$ cat src/rtl/seg_display_pkg.sv
// Shared constants for the seven-segment display controller: bus address,
// hex font, control-word field positions and the pin bundle type.
package seg_display_pkg;

   localparam logic [31:0] SEG_DISP_ADDR = 32'h4000_0010;

   // Control-word field positions.
   localparam int unsigned EN_BIT    = 31;
   localparam int unsigned BLANK_BIT = 20;
   localparam int unsigned DP_LSB    = 16;

   localparam int unsigned DIV_W = 20;

   // Active-high segment fonts, bit order {g,f,e,d,c,b,a}.
   localparam logic [6:0] FONT_0 = 7'h3F;
   localparam logic [6:0] FONT_1 = 7'h06;
   localparam logic [6:0] FONT_2 = 7'h5B;
   localparam logic [6:0] FONT_3 = 7'h4F;
   localparam logic [6:0] FONT_4 = 7'h66;
   localparam logic [6:0] FONT_5 = 7'h6D;
   localparam logic [6:0] FONT_6 = 7'h7D;
   localparam logic [6:0] FONT_7 = 7'h07;
   localparam logic [6:0] FONT_8 = 7'h7F;
   localparam logic [6:0] FONT_9 = 7'h6F;
   localparam logic [6:0] FONT_A = 7'h77;
   localparam logic [6:0] FONT_B = 7'h7C;
   localparam logic [6:0] FONT_C = 7'h39;
   localparam logic [6:0] FONT_D = 7'h5E;
   localparam logic [6:0] FONT_E = 7'h79;
   localparam logic [6:0] FONT_F = 7'h71;

   localparam logic [3:0] AN_OFF  = 4'b1111;
   localparam logic [6:0] SEG_OFF = 7'h7F;

   typedef struct packed {
      logic [3:0] an;
      logic [6:0] seg;
      logic       dp;
   } pins_t;

   localparam pins_t PINS_OFF = '{an: AN_OFF, seg: SEG_OFF, dp: 1'b1};

   // One-hot-low anode pattern for a digit index.
   function automatic logic [3:0] an_select(input logic [1:0] idx);
      logic [3:0] onehot;
      onehot = 4'b0001 << idx;
      return ~onehot;
   endfunction

endpackage

$ cat src/rtl/seg_display_decode.sv
// Hex nibble to active-high seven-segment font decoder (purely combinational).
module seg7_decode
   import seg_display_pkg::*;
(
   input  logic [3:0] nibble,
   output logic [6:0] segments
);

   always_comb begin
      segments = '0;
      unique case (nibble)
         4'h0: segments = FONT_0;
         4'h1: segments = FONT_1;
         4'h2: segments = FONT_2;
         4'h3: segments = FONT_3;
         4'h4: segments = FONT_4;
         4'h5: segments = FONT_5;
         4'h6: segments = FONT_6;
         4'h7: segments = FONT_7;
         4'h8: segments = FONT_8;
         4'h9: segments = FONT_9;
         4'hA: segments = FONT_A;
         4'hB: segments = FONT_B;
         4'hC: segments = FONT_C;
         4'hD: segments = FONT_D;
         4'hE: segments = FONT_E;
         4'hF: segments = FONT_F;
      endcase
   end

endmodule

$ cat src/rtl/seg_display.sv
// Four-digit multiplexed seven-segment controller with a double-buffered
// control word that only takes effect at scan-frame boundaries.
module seg_display
   import seg_display_pkg::*;
#(
   parameter int unsigned SCAN_DIV = 100000
) (
   input  logic        clk,
   input  logic        reset,
   input  logic        wr_en,
   input  logic [31:0] wr_data,
   output logic [3:0]  an,
   output logic [6:0]  seg,
   output logic        dp,
   output logic        pending,
   output logic [31:0] shadow
);

   localparam logic [DIV_W-1:0] DIV_MAX = DIV_W'(SCAN_DIV - 1);

   logic [DIV_W-1:0] div_cnt_q;
   logic [1:0]       idx_q;
   logic [31:0]      active_q;
   logic [31:0]      staged_q;
   logic             pending_q;
   pins_t            pins_q;
   pins_t            pins_d;

   logic       tick;
   logic       frame_end;
   logic [3:0] nibble;
   logic [6:0] seg_on;
   logic       upper_zero;
   logic       blank;
   logic [3:0] dp_field;

   assign tick      = (div_cnt_q == DIV_MAX);
   assign frame_end = tick && (idx_q == 2'd3);
   assign dp_field  = active_q[DP_LSB +: 4];

   always_comb begin
      nibble = active_q[3:0];
      unique case (idx_q)
         2'd0: nibble = active_q[3:0];
         2'd1: nibble = active_q[7:4];
         2'd2: nibble = active_q[11:8];
         2'd3: nibble = active_q[15:12];
      endcase
   end

   // Blank only when this digit and every more-significant digit are zero.
   always_comb begin
      upper_zero = 1'b0;
      unique case (idx_q)
         2'd0: upper_zero = 1'b0;
         2'd1: upper_zero = (active_q[15:4] == 12'h000);
         2'd2: upper_zero = (active_q[15:8] == 8'h00);
         2'd3: upper_zero = (active_q[15:12] == 4'h0);
      endcase
   end

   assign blank = active_q[BLANK_BIT] && upper_zero;

   seg7_decode u_decode (
      .nibble   (nibble),
      .segments (seg_on)
   );

   always_comb begin
      pins_d.an  = an_select(idx_q);
      pins_d.seg = ~seg_on;
      pins_d.dp  = ~dp_field[idx_q];
      if (blank) begin
         pins_d.seg = SEG_OFF;
         pins_d.dp  = 1'b1;
      end
      if (!active_q[EN_BIT]) begin
         pins_d = PINS_OFF;
      end
   end

   always_ff @(posedge clk) begin
      if (!reset) begin
         div_cnt_q <= '0;
         idx_q     <= '0;
         active_q  <= '0;
         staged_q  <= '0;
         pending_q <= 1'b0;
         pins_q    <= PINS_OFF;
      end else begin
         if (tick) begin
            div_cnt_q <= '0;
            idx_q     <= idx_q + 2'd1;
         end else begin
            div_cnt_q <= div_cnt_q + 1'b1;
         end

         // A write landing on the boundary goes straight to the display.
         if (wr_en) begin
            staged_q <= wr_data;
            if (frame_end) begin
               active_q  <= wr_data;
               pending_q <= 1'b0;
            end else begin
               pending_q <= 1'b1;
            end
         end else if (frame_end && pending_q) begin
            active_q  <= staged_q;
            pending_q <= 1'b0;
         end

         pins_q <= pins_d;
      end
   end

   assign an      = pins_q.an;
   assign seg     = pins_q.seg;
   assign dp      = pins_q.dp;
   assign pending = pending_q;
   assign shadow  = staged_q;

   // Reserved control-word bits are carried for readback only.
   logic unused_active;
   assign unused_active = ^active_q[30:21];

endmodule
$ cat config.mk
export PLATFORM = sky130hd
export DESIGN_NAME = seg_display
export DESIGN_NICKNAME = d
export VERILOG_FILES = /design/src/rtl/seg_display_pkg.sv /design/src/rtl/seg_display_decode.sv /design/src/rtl/seg_display.sv
export SDC_FILE = /design/constraint.sdc
export NUM_CORES = 1
export LEC_CHECK = 0
export CAP_MARGIN = 20
export CELL_PAD_IN_SITES_DETAIL_PLACEMENT = 0
export CELL_PAD_IN_SITES_GLOBAL_PLACEMENT = 1
export CORE_MARGIN = 1
export CORE_UTILIZATION = 30
export DETAILED_ROUTE_END_ITERATION = 8
export GPL_ROUTABILITY_DRIVEN = 1
export PLACE_DENSITY_LB_ADDON = 0.08
export SYNTH_ARGS = -nofsm -noshare
export SYNTH_HDL_FRONTEND = slang
export SYNTH_SLANG_ARGS = --single-unit
$ cat constraint.sdc
create_clock -name clk -period 2.3 [get_ports clk]
set_clock_uncertainty 0.05 [all_clocks]
set_input_delay 0.46 -clock clk [delete_from_list [all_inputs] [get_ports clk]]
set_output_delay 0.46 -clock clk [all_outputs]
set_load 0.02 [all_outputs]
==> impl_metrics.json <==
{
  "critPathBufInv": 3,
  "die_h_um": 113.8,
  "synth.avg_cell_area_sq_um": 9.517,
  "grt_pass1_vias": 3024,
  "setup-tns-final_ps": 0,
  "synth-seq-cells": 89,
  "cp_cell_sequence": "inv_1 > ha_1 > buf_4 > a22o_1 > inv_1 > ha_1 > mux2i_1 > nand2_1 > a21bo_1",
  "syn_to_final_growth_pct": 35.97,
  "timing.fmax_mhz": 471.8,
  "ys_seq_area_share_pct": 47.51,
  "antenna_found_initial": 0,
  "met3_length_um": 346,
  "synth_most_common_cell": "dfxtp_1",
  "remaining_drc_errors": 0,
  "regToRegSetupSlack_ps": 180,
  "cts_tree": "yes",
  "drt-pass1-iter-count": 5,
  "power_frac_comb_pct": 8.1,
  "synthAdderAreaFrac_pct": 4.004,
  "p_leak_nw": 2.030,
  "num_vias": 3010,
  "wl_per_cell_um": 13.79,
  "cts_hold_buf": 0,
  "ys_top_cells_by_count": "89 x dfxtp_1, 47 x nor2_1, 44 x nand3_1",
  "finalCriticalPeriod_ps": 2119,
  "grt.total_usage_pct": 15.01,
  "die_area_sq_um": 12950,
  "wl_met1_um": 4248,
  "drt_wl_total_um": 8994,
  "cap_violations": 0,
  "num_rows": 40,
  "drt-vias-per-instance": 4.617,
  "synth_cell_type_count": 50,
  "critPathTopFamily": "adder cells",
  "yosys.area_share.xor_xnor_pct": 3.971,
  "overflow": 0,
  "synth-compound-area-share_pct": 6.840,
  "yosys_warnings": 0,
  "cts_sinks": 89,
  "clk_pin_slew_ps": 60,
  "path_class": "reg -> reg",
  "drt_iter0_drc": 85,
  "cp_data_arrival_time_ps": 2310,
  "ys_dominant_reg_cell": "dfxtp_1",
  "worstSetupEndpointType": "flip-flop",
  "htree_num_levels": 3,
  "port_buffers": 79,
  "rsz0062_at_grt": "false",
  "die-width_um": 113.8,
  "setup_viol": 0,
  "nFillCells": 1240,
  "synth_cells": 394,
  "max-clock-path-buffers": 2,
  "p_clk_share_pct": 46.3,
  "hpwlAfterDp_um": 6320,
  "crit_path_max_fanout": 5,
  "grt_max_degree": 20,
  "synth-simple-area-share_pct": 22.99,
  "async_reset_ff_share_pct": 0,
  "min_period_over_period_pct": 92.15,
  "drv_slew": 0,
  "nets": 526,
  "drive_gt1_share_pct": 9.298,
  "status": "complete, no violations",
  "switching_share_pct": 21.97,
  "tightest_slew_ps": 507.5,
  "min_path_type": "reg -> reg",
  "critPathRequiredTime_ps": 2490,
  "synth_area_leaders": "dfxtp_1 48%, mux2i_1 9.3%, nand3_1 5.9%, nor2_1 4.7%, ha_1 4.0%",
  "slowest_stage": "dfxtp_1",
  "synth.top_cell.area_share_pct": 47.51,
  "synth_top_area_cell": "dfxtp_1",
  "pwr_density_cell_nw_per_um2": 689.0,
  "power_mw": 3.513,
  "synth_edf_count": 0,
  "startpoint_type": "flip-flop",
  "ctsRootBufferMaster": "clkbuf_16",
  "synth_nets": 441,
  "ir_drop_uv": 309.8,
  "post_cts_buffers": 0,
  "ios": 80,
  "met2_wirelength_um": 4216,
  "cts_buffers": 9,
  "p_switching_uw": 771.7,
  "seqPwrFrac_pct": 45.5,
  "start_util_pct": 30.96,
  "synth_top_family_by_area": "simple AND/OR/NAND/NOR gates",
  "drtAntennaViolNets": 0,
  "place.gp.congestion": 0.7958,
  "finalHoldViolCount": 0,
  "grt_pass1_wl_um": 14920,
  "slew_headroom_pct": 66.09,
  "core_area_sq_um": 12110,
  "synth_area_sq_um": 3750,
  "p_int_mw": 2.741,
  "antenna_cells": 0,
  "top_layer": "met4",
  "clkLatencyLatePin_ps": 340,
  "muxShareOfSynthArea_pct": 10.91,
  "ctsResizeCount": 0,
  "slowest_delay_ps": 390
}
## layout make-up
class	instances	area (sq um)	area share, %
multi-input cells	274	1829	35.88
clock buffers	11	252.7	4.957
inverters	9	33.78	0.6626
clock inverters	5	77.57	1.521
flip-flops and latches	89	1782	34.94
repair buffers	96	913.4	17.91
well taps	168	210.2	4.123
## tightest hold or removal path, delay by kind of cell (launching register included)
kind,cells,cell delay (ps)
AND/OR/NAND/NOR,2,100
flip-flops,1,310
## final timing paths
kind	startpoint	to	cells after the start
max	idx_q[1]	seg[3]	9
min	active_q[1]	active_q[1]	2
max reg2reg	idx_q[1]	seg[3]	9
min reg2reg	active_q[1]	active_q[1]	2
## power by group through the flow
stage	Clock (mW)	Sequential [mW]	Combinational (mW)
after floorplan	0	1.68	0.0939
after global placement	0	1.63	0.289
after detailed placement	0	1.64	0.290
after CTS	1.68	1.60	0.292
after global routing	1.74	1.60	0.311
final	1.63	1.60	0.286
## cells by family after synthesis
group                      after synthesis
and+or+nand+nor                        169
DFF                                     89
muxes                                   39
AOI/OAI and AO/OA                       37
buffers and inverters                   31
xor gates and xnor gates                17
adders and majority gates               12
## state kept, by name (all words and copies together), names as in the netlist
register / count
pending: 1
an: 4
dp: 1
div_cnt_q: 20
active_q: 22
seg: 7
shadow: 32
idx_q: 2
## cell usage in the layout, fill, tap and decap left out, types with 2 or more instances in the layout
master and count:
nor2b_1 13, clkbuf_16 9, clkinv_2 2, bufinv_16 2, o211ai_1 3, clkbuf_8 2, a22oi_1 2, o21a_1 2
and4_1 3, a222oi_1 2, nand3_1 44, o21ai_0 3, and3_1 2, dfxtp_1 89, nor2_1 47, xor2_1 10
a21oi_1 10, o21ai_1 3, mux2i_1 35, clkdlybuf4s50_1 78, or3_1 3, nand4_1 6, and2_1 2, nor4_1 5
mux2_1 2, ha_1 11, nand2_1 34, inv_1 8, buf_4 17, xnor2_1 7, o31ai_1 5
## metrics by stage
step	hold slack, ps	util [%]	area, sq um	cells	setup WS (ps)
finish	397.7	42.10	5099	652	180.6
global route	423.3	42.10	5099	652	1.508
CTS	401.6	42.08	5096	652	146.0
detailed placement	394.0	39.35	4766	636	173.2
global placement	389.9	39.35	4766	636	251.2
floorplan	379.6	-	3750	394	25.17
## layer usage
layer | GRT usage [%] | up-vias
met5 | 0 | -
met4 | 7.359 | 0
li1 | - | 1535
met1 | 18.71 | 1415
met3 | 2.869 | 11
met2 | 24.88 | 49
(Power assumes the default switching activity.)
